File: src/rtl/uart_rx_top.sv
// UART 16550 serial receiver.
// Oversamples the serial line at 16x baud using the shared baud_pulse tick,
// deframes start / 5-8 data bits / optional parity / first stop bit, and
// emits each character with a one-cycle push plus parity, framing and break
// flags for the RX FIFO.
//
// Tick schedule (T0 = tick that sees the falling start edge):
//   start re-check at T8, data bit i at T24+16*i, parity at T24+16*n,
//   stop at T24+16*(n+pen); push is high for the clk cycle after the stop tick.
//
// Handshake: push_o is a one-cycle valid strobe with no ready; the consumer
// must accept every push. dout_o/pe_o/fe_o/bi_o are valid with push_o and
// hold until the next push or reset.
module uart_rx_top (
   input  logic       clk_i,
   input  logic       rst_i,
   input  logic       baud_pulse_i,
   input  logic       rx_i,
   input  logic       pen_i,
   input  logic       eps_i,
   input  logic       sticky_parity_i,
   input  logic [1:0] wls_i,
   output logic       push_o,
   output logic [7:0] dout_o,
   output logic       pe_o,
   output logic       fe_o,
   output logic       bi_o,
   output logic [2:0] state_o
);

   typedef enum logic [2:0] {
      S_IDLE   = 3'd0,
      S_START  = 3'd1,
      S_DATA   = 3'd2,
      S_PARITY = 3'd3,
      S_STOP   = 3'd4
   } state_t;

   state_t      state_q;
   logic [1:0]  sync_q;
   logic        rx_prev_q;
   logic [3:0]  count_q;
   logic [2:0]  bitcnt_q;
   logic [7:0]  shreg_q;
   logic        par_q;
   logic        push_q;
   logic [7:0]  dout_q;
   logic        pe_q;
   logic        fe_q;
   logic        bi_q;

   logic        rx_s;
   logic [7:0]  data_d;
   logic        exp_par_d;
   logic        pe_d;
   logic        bi_d;

   assign rx_s = sync_q[1];

   // Two-flop synchronizer for the asynchronous serial input; idles high.
   always_ff @(posedge clk_i) begin
      if (rst_i) begin
         sync_q <= 2'b11;
      end else begin
         sync_q <= {sync_q[0], rx_i};
      end
   end

   // Received bits enter at bit 7, so shorter words need shifting down to bit 0.
   assign data_d = shreg_q >> (2'd3 - wls_i);

   // Expected parity bit, then the error flags evaluated at the stop decision.
   always_comb begin
      exp_par_d = 1'b0;
      case ({sticky_parity_i, eps_i})
         2'b00:   exp_par_d = ~^data_d;
         2'b01:   exp_par_d = ^data_d;
         2'b10:   exp_par_d = 1'b1;
         default: exp_par_d = 1'b0;
      endcase
      pe_d = pen_i & (par_q != exp_par_d);
      bi_d = (data_d == 8'h00) & ~rx_s & (~pen_i | ~par_q);
   end

   // Deframing FSM; all state advances only on baud ticks, push clears every clk.
   always_ff @(posedge clk_i) begin
      if (rst_i) begin
         state_q   <= S_IDLE;
         rx_prev_q <= 1'b1;
         count_q   <= 4'd0;
         bitcnt_q  <= 3'd0;
         shreg_q   <= 8'h00;
         par_q     <= 1'b0;
         push_q    <= 1'b0;
         dout_q    <= 8'h00;
         pe_q      <= 1'b0;
         fe_q      <= 1'b0;
         bi_q      <= 1'b0;
      end else begin
         push_q <= 1'b0;
         if (baud_pulse_i) begin
            rx_prev_q <= rx_s;
            case (state_q)
               S_IDLE: begin
                  // Only a high-to-low transition starts a frame, so a line
                  // stuck low cannot retrigger after a break.
                  if (!rx_s && rx_prev_q) begin
                     count_q <= 4'd7;
                     state_q <= S_START;
                  end
               end
               S_START: begin
                  if (count_q == 4'd0) begin
                     if (!rx_s) begin
                        count_q  <= 4'd15;
                        bitcnt_q <= {1'b0, wls_i} + 3'd4;
                        shreg_q  <= 8'h00;
                        state_q  <= S_DATA;
                     end else begin
                        // Line went back high by mid-bit: glitch, not a start.
                        state_q <= S_IDLE;
                     end
                  end else begin
                     count_q <= count_q - 4'd1;
                  end
               end
               S_DATA: begin
                  if (count_q == 4'd0) begin
                     shreg_q <= {rx_s, shreg_q[7:1]};
                     count_q <= 4'd15;
                     if (bitcnt_q == 3'd0) begin
                        state_q <= pen_i ? S_PARITY : S_STOP;
                     end else begin
                        bitcnt_q <= bitcnt_q - 3'd1;
                     end
                  end else begin
                     count_q <= count_q - 4'd1;
                  end
               end
               S_PARITY: begin
                  if (count_q == 4'd0) begin
                     par_q   <= rx_s;
                     count_q <= 4'd15;
                     state_q <= S_STOP;
                  end else begin
                     count_q <= count_q - 4'd1;
                  end
               end
               S_STOP: begin
                  if (count_q == 4'd0) begin
                     dout_q  <= data_d;
                     fe_q    <= ~rx_s;
                     pe_q    <= pe_d;
                     bi_q    <= bi_d;
                     push_q  <= 1'b1;
                     state_q <= S_IDLE;
                  end else begin
                     count_q <= count_q - 4'd1;
                  end
               end
               default: begin
                  state_q <= S_IDLE;
               end
            endcase
         end
      end
   end

   assign push_o  = push_q;
   assign dout_o  = dout_q;
   assign pe_o    = pe_q;
   assign fe_o    = fe_q;
   assign bi_o    = bi_q;
   assign state_o = state_q;

endmodule

File: config.mk
export PLATFORM = sky130hd
export DESIGN_NAME = uart_rx_top
export DESIGN_NICKNAME = d
export VERILOG_FILES = /design/src/rtl/uart_rx_top.sv
export SDC_FILE = /design/constraint.sdc
export NUM_CORES = 1
export LEC_CHECK = 0
export ABC_AREA = 1
export CAP_MARGIN = 40
export CORE_MARGIN = 5
export CORE_UTILIZATION = 32
export CTS_CLUSTER_SIZE = 12
export DETAILED_ROUTE_END_ITERATION = 7
export PLACE_DENSITY = 0.57
export SETUP_SLACK_MARGIN = 0.1
export SKIP_LAST_GASP = 1
export SLEW_MARGIN = 20
export SYNTH_ARGS = -nofsm -noshare
export SYNTH_HDL_FRONTEND = slang
export SYNTH_SLANG_ARGS = --single-unit
export TNS_END_PERCENT = 50
File: constraint.sdc
create_clock -name clk_i -period 1.7 [get_ports clk_i]
set_input_delay 0.425 -clock clk_i [delete_from_list [all_inputs] [get_ports clk_i]]
set_output_delay 0.425 -clock clk_i [all_outputs]
set_load 0.02 [all_outputs]
Yosys cells after proc, flatten, opt, wreduce, memory -nomap -nowiden
Cells that the tools add are included.
{"block": "classes", "n_reduce_logical": 19, "shift": 1, "n_addsub": 4, "n_eq_ne": 17, "n_bitwise": 9, "n_mux": 26}
{"cell": "$mux 3", "n": 11}
{"cell": "$mux 8", "n": 3}
{"cell": "$mux 4", "n": 5}
{"cell": "$ne 2x2->1 const B", "n": 9}
{"cell": "$pmux 4 s4", "n": 1}
{"cell": "$pmux 8 s2", "n": 1}
{"cell": "$pmux 3 s5", "n": 1}
{"cell": "$reduce_and 5->1", "n": 2}
{"cell": "$logic_not 8->1", "n": 1}
{"cell": "$reduce_xnor 8->1", "n": 1}
{"cell": "$reduce_xor 8->1", "n": 1}
{"cell": "$shr 8x2->8", "n": 1}
{"cell": "$reduce_and 7->1", "n": 1}
{"cell": "$eq 3x2->1 const B", "n": 2}
{"cell": "$logic_not 3->1", "n": 2}
{"cell": "$pmux 3 s2", "n": 1}
{"cell": "$reduce_and 3->1", "n": 2}
{"cell": "$reduce_and 6->1", "n": 1}
{"cell": "$not 1->1", "n": 5}
{"cell": "$logic_not 4->1", "n": 1}
{"cell": "$reduce_bool 4->1", "n": 1}
{"cell": "$sub 4x1->4 const B", "n": 1}
{"cell": "$add 2x3->3 const B", "n": 1}
{"cell": "$and 1x1->1", "n": 3}
{"cell": "other kinds (18)", "n": 18}
{"block": "totals", "regBits": 34, "input_bits": 9, "word_cells": 88, "output_inout_bits": 15}

Logic depth before layout (Yosys ltp)
{"block": "logic_depth", "ltp_word": 6, "mapped_depth": 14, "mapped_depth_nobuf": 14}

Least setup slack after synthesis
No wires, ideal clock.
{"block": "synth_timing", "kind": "input to register", "from": "input port wls_i[0]", "to": "register pe_q, in the netlist pe_o", "setup_slack_ns": -0.057, "t_required_ns": 1.568, "cell_stages": 13, "arrival_time_ns": 1.625, "n_path_buf": 1, "path_cell_list": "buf_2 -> o21ai_0 -> nand2_1 -> o21ai_0 -> ha_1 -> inv_1 -> nand2_1 -> nand2_1 -> nand2_1 -> nand3_1 -> nand2_1 -> nand3_1 -> a21oi_1"}
{"block": "synth_via", "elab_chain_len": 6}
{"element": "from (decl)", "line": "22", "rtl": "input logic [1:0] wls_i,"}
{"element": "$sub 2x2->2 (*)", "line": "70", "rtl": "assign data_d = shreg_q >> (2'd3 - wls_i);"}
{"element": "$shr 8x2->8 (*)", "line": "70"}
{"element": "$reduce_xor 8->1 or $reduce_xnor 8->1 (tied branches)", "line": "77, 76"}
{"element": "$pmux 1 s3 (*)", "line": "75", "rtl": "case ({sticky_parity_i, eps_i})"}
{"element": "$ne 1x1->1 (*)", "line": "81", "rtl": "pe_d = pen_i & (par_q != exp_par_d);"}
{"element": "$and 1x1->1 (*)", "line": "81"}
{"element": "to (signal assigned)", "line": "153", "rtl": "pe_q <= pe_d;"}
{"element": "to (decl)", "line": "48", "rtl": "logic pe_q;"}
Mark *: on every way between the ends. The rest lies on a longest branch, timed or not.
A chain may end at the register's enable or synchronous reset.

Worst setup path after layout
{"block": "layout_timing", "from": "input port wls_i[0]", "to": "register dout_q[1], in the netlist dout_o[1]"}
{"block": "layout_via", "elab_chain_len": 2}
{"element": "$sub 2x2->2", "line": "70"}
{"element": "$shr 8x2->8", "line": "70"}
{"element": "to (signal assigned)", "line": "151", "rtl": "dout_q <= data_d;"}
{"element": "to (decl)", "line": "47", "rtl": "logic [7:0] dout_q;"}
Every way passes these cells.

==> flow_summary.ini <==
[synth]
cell_area_after_synthesis_um2 = 1854
cell_count_after_synthesis = 265
synth_top_cell_by_area = sky130_fd_sc_hd__dfxtp_1
synthesis.nets = 281
synth_cell_types = 30
ys_ff_latch = 34
synth_seq_area_share_pct = 36.71
post_synth.cell_area_avg_um2 = 6.997
synth_largest_type_area_fraction_pct = 36.71
synth_top_cells_by_area = sky130_fd_sc_hd__dfxtp_1 37%, sky130_fd_sc_hd__nand2_1 15%, sky130_fd_sc_hd__a21oi_1 6.7%, sky130_fd_sc_hd__o21ai_0 4.9%, sky130_fd_sc_hd__inv_1 4.9%
yosysWarningCount = 0

[final_layout]
most-common-layout-cells = 71 x sky130_fd_sc_hd__nand2_1, 33 x sky130_fd_sc_hd__buf_4, 27 x sky130_fd_sc_hd__dfxtp_1, 22 x sky130_fd_sc_hd__a21oi_1, 20 x sky130_fd_sc_hd__inv_1
syn_to_final_growth_pct = 43.12
final_area_um2 = 2654
layout.cells.most_common = sky130_fd_sc_hd__nand2_1
layout.core_utilization_pct = 47.61
n_antenna_cell = 0
layout-drive-gt1-share_pct = 31.29
finalNetCount = 341

[sta]
setup_viol = 0
hold_slack_ps = 414.1
finalHoldViolations = 0
timing.final.crit_share_pct = 99.92
final.min_clock_period_ps = 1699
maxSlewHeadroom_pct = 83.82
skew_ps = 6.043
unrepaired_setup_endpoints_after_global_routing = yes
max_slew_violation_count = 0
slew_at_the_pin_with_the_worst_max_slew_slack_ps = 240.2
fmax_mhz = 588.7

[placement]
detailed_place.area_um2 = 2337
port_buffer_count = 23
dp.final_hpwl_um = 3310
gp_congestion = 0.8431

[worst_hold_path]
hold_path.class = reg -> reg

[clock_network]
tritoncts_clock_tree = done
cts_max_path_buffers = 2
clk_latency_ps = 290
sink_count = 34
clk_root_buffer_cell = sky130_fd_sc_hd__clkbuf_8
htree_levels = 2
clk_transition_reported_paths_ps = 70
clock_buffers_created_by_tritoncts = 5

[floorplanning]
initial_utilization_pct = 33.27
fp-row-count = 27
floorplan.die.height_um = 86.12
full_die_area_um2 = 7417
core_area_um2 = 5574
io_pins = 24
die_w_um = 86.12

[critical_path]
worstSetupEndpointType = register
required_time_reported_for_the_critical_path_endpoint_ps = 1930
cp-start-kind = input port
criticalPathCategory = in -> reg
arrival_ps = 1930
timing.critical_path.fanout_max = 8

[grt]
global_route.overflow_total = 0
grt_max_degree = 17
global_route_wire_length_before_repair_um = 7817
first_global_vias = 1791
overall_global_routing_usage_pct = 13.10
antenna_found_initial = 0

[route]
vias = 1878
postRouteAntennaNets = 0
dr.max_layer_used = met4
violation_count_after_the_first_detailed_route_iteration = 55
detail_route.drc_violations = 0
route.detailed.wl_per_inst_um = 12.12
drtPass1Iterations = 4
wl_met3_um = 185
drt-total-wl_um = 4824
drt-vias-per-instance = 4.719
route.layer.met1.wl_um = 2209
detailroute.wirelength.met2_um = 2386

[power]
standby_leakage_power_uw = 0.001303
worst_ir_drop_vdd_v = 0.0005844
cellPowerDensity_nw_per_um2 = 1298

[run]
maximum_capacitance_violations = 0

[run_status]
status = finished, final reports clean
==> registers in the layout, indices dropped and copies added (netlist names) <==
signal	flops
par_q	1
shreg_q	8
count_q	4
pe_o	1
dout_o	8
fe_o	1
bitcnt_q	3
bi_o	1
rx_prev_q	1
state_o	3
sync_q	2
push_o	1
==> routing by layer <==
| metal | global-route usage (%) | vias up |
|---|---|---|
| met5 | 0 | - |
| met4 | 4.173 | 0 |
| met3 | 3.362 | 6 |
| met2 | 21.93 | 33 |
| met1 | 16.36 | 854 |
| li1 | - | 985 |
==> worst max-delay path: stages <==
cell	delay, ps
sky130_fd_sc_hd__buf_6	110
sky130_fd_sc_hd__buf_8	130
sky130_fd_sc_hd__o21ai_4	170
sky130_fd_sc_hd__o21ai_2	100
sky130_fd_sc_hd__buf_4	140
sky130_fd_sc_hd__buf_4	120
sky130_fd_sc_hd__buf_4	120
sky130_fd_sc_hd__buf_4	120
sky130_fd_sc_hd__buf_4	120
sky130_fd_sc_hd__buf_4	120
sky130_fd_sc_hd__buf_4	130
sky130_fd_sc_hd__a21oi_2	120
==> synth_stat cells <==
| master | n |
|---|---|
| sky130_fd_sc_hd__a211oi_1 | 2 |
| sky130_fd_sc_hd__a211oi_2 | 2 |
| sky130_fd_sc_hd__a21oi_1 | 25 |
| sky130_fd_sc_hd__a21oi_2 | 1 |
| sky130_fd_sc_hd__buf_2 | 1 |
| sky130_fd_sc_hd__buf_8 | 1 |
| sky130_fd_sc_hd__clkbuf_1 | 3 |
| sky130_fd_sc_hd__clkinv_1 | 1 |
| sky130_fd_sc_hd__dfxtp_1 | 34 |
| sky130_fd_sc_hd__ha_1 | 7 |
| sky130_fd_sc_hd__inv_1 | 24 |
| sky130_fd_sc_hd__inv_2 | 5 |
| sky130_fd_sc_hd__inv_6 | 1 |
| sky130_fd_sc_hd__nand2_1 | 73 |
| sky130_fd_sc_hd__nand2_2 | 7 |
| sky130_fd_sc_hd__nand2_4 | 2 |
| sky130_fd_sc_hd__nand3_1 | 14 |
| sky130_fd_sc_hd__nand3_2 | 1 |
| sky130_fd_sc_hd__nand3b_1 | 1 |
| sky130_fd_sc_hd__nand4_1 | 5 |
| sky130_fd_sc_hd__nor2_1 | 19 |
| sky130_fd_sc_hd__nor2_2 | 3 |
| sky130_fd_sc_hd__nor2_4 | 2 |
| sky130_fd_sc_hd__o211ai_1 | 3 |
| sky130_fd_sc_hd__o21a_1 | 2 |
| sky130_fd_sc_hd__o21ai_0 | 18 |
| sky130_fd_sc_hd__o22ai_1 | 2 |
| sky130_fd_sc_hd__or2_2 | 2 |
| sky130_fd_sc_hd__xnor2_1 | 3 |
| sky130_fd_sc_hd__xor2_1 | 1 |
==> power breakdown <==
| part | internal (uW) | total, uW | switching [uW] | leakage [uW] |
|---|---|---|---|---|
| sequential | 931 | 1030 | 94.7 | 0.000280 |
| clock | 409 | 709 | 300 | 0.0000575 |
| combinational | 660 | 1710 | 1050 | 0.000966 |
| total | 2000 | 3440 | 1440 | 0.00130 |
==> kinds of logic after synthesis <==
| logic type | Yosys count | share of synthesized area, % |
|---|---|---|
| compound gates | 55 | 16.94 |
| xor+xnor | 4 | 1.890 |
| fa+ha+maj | 7 | 4.723 |
| buf+inv | 36 | 8.232 |
| flops | 34 | 36.71 |
| simple gates | 129 | 31.51 |
==> path summary, 6_finish.rpt <==
kind,from,cells past startpoint,end,slack [ps]
min reg2reg,sync_q[0],1,sync_q[1],410
max reg2reg,shreg_q[4],11,dout_o[1],20
min,sync_q[0],1,sync_q[1],410
max,wls_i[0],12,dout_o[1],1
==> layout make-up <==
type	count	area [um^2]
fill	566	2920
multi-input combinational	195	1127
sequential	34	689.4
timing repair buffer	58	513.0
inverter	31	123.9
clock buffer	8	110.1
tap	72	90.09
==> metrics by stage <==
| step | setup slack [ps] | instances | total power (uW) | TNS [ps] |
|---|---|---|---|---|
| floorplan | 59.95 | 265 | 2212 | 0 |
| global placement | -658.6 | 378 | 2696 | -2089 |
| detailed placement | -706.9 | 378 | 2692 | -2434 |
| CTS | -35.68 | 395 | 3414 | -35.68 |
| global route | -82.29 | 398 | 3747 | -125.6 |
| finish | 1.327 | 398 | 3444 | 0 |
==> timing repair <==
action                                  in CTS  in global routing
endpoints found under the setup margin      17                 28
setup buffers                                9                  3
hold buffers                                 0                  0
gates cloned                                 0                  0
pin swaps                                    4                 11
resized for setup                           15                 43
Note: power is estimated with default switching activity, not from simulation.
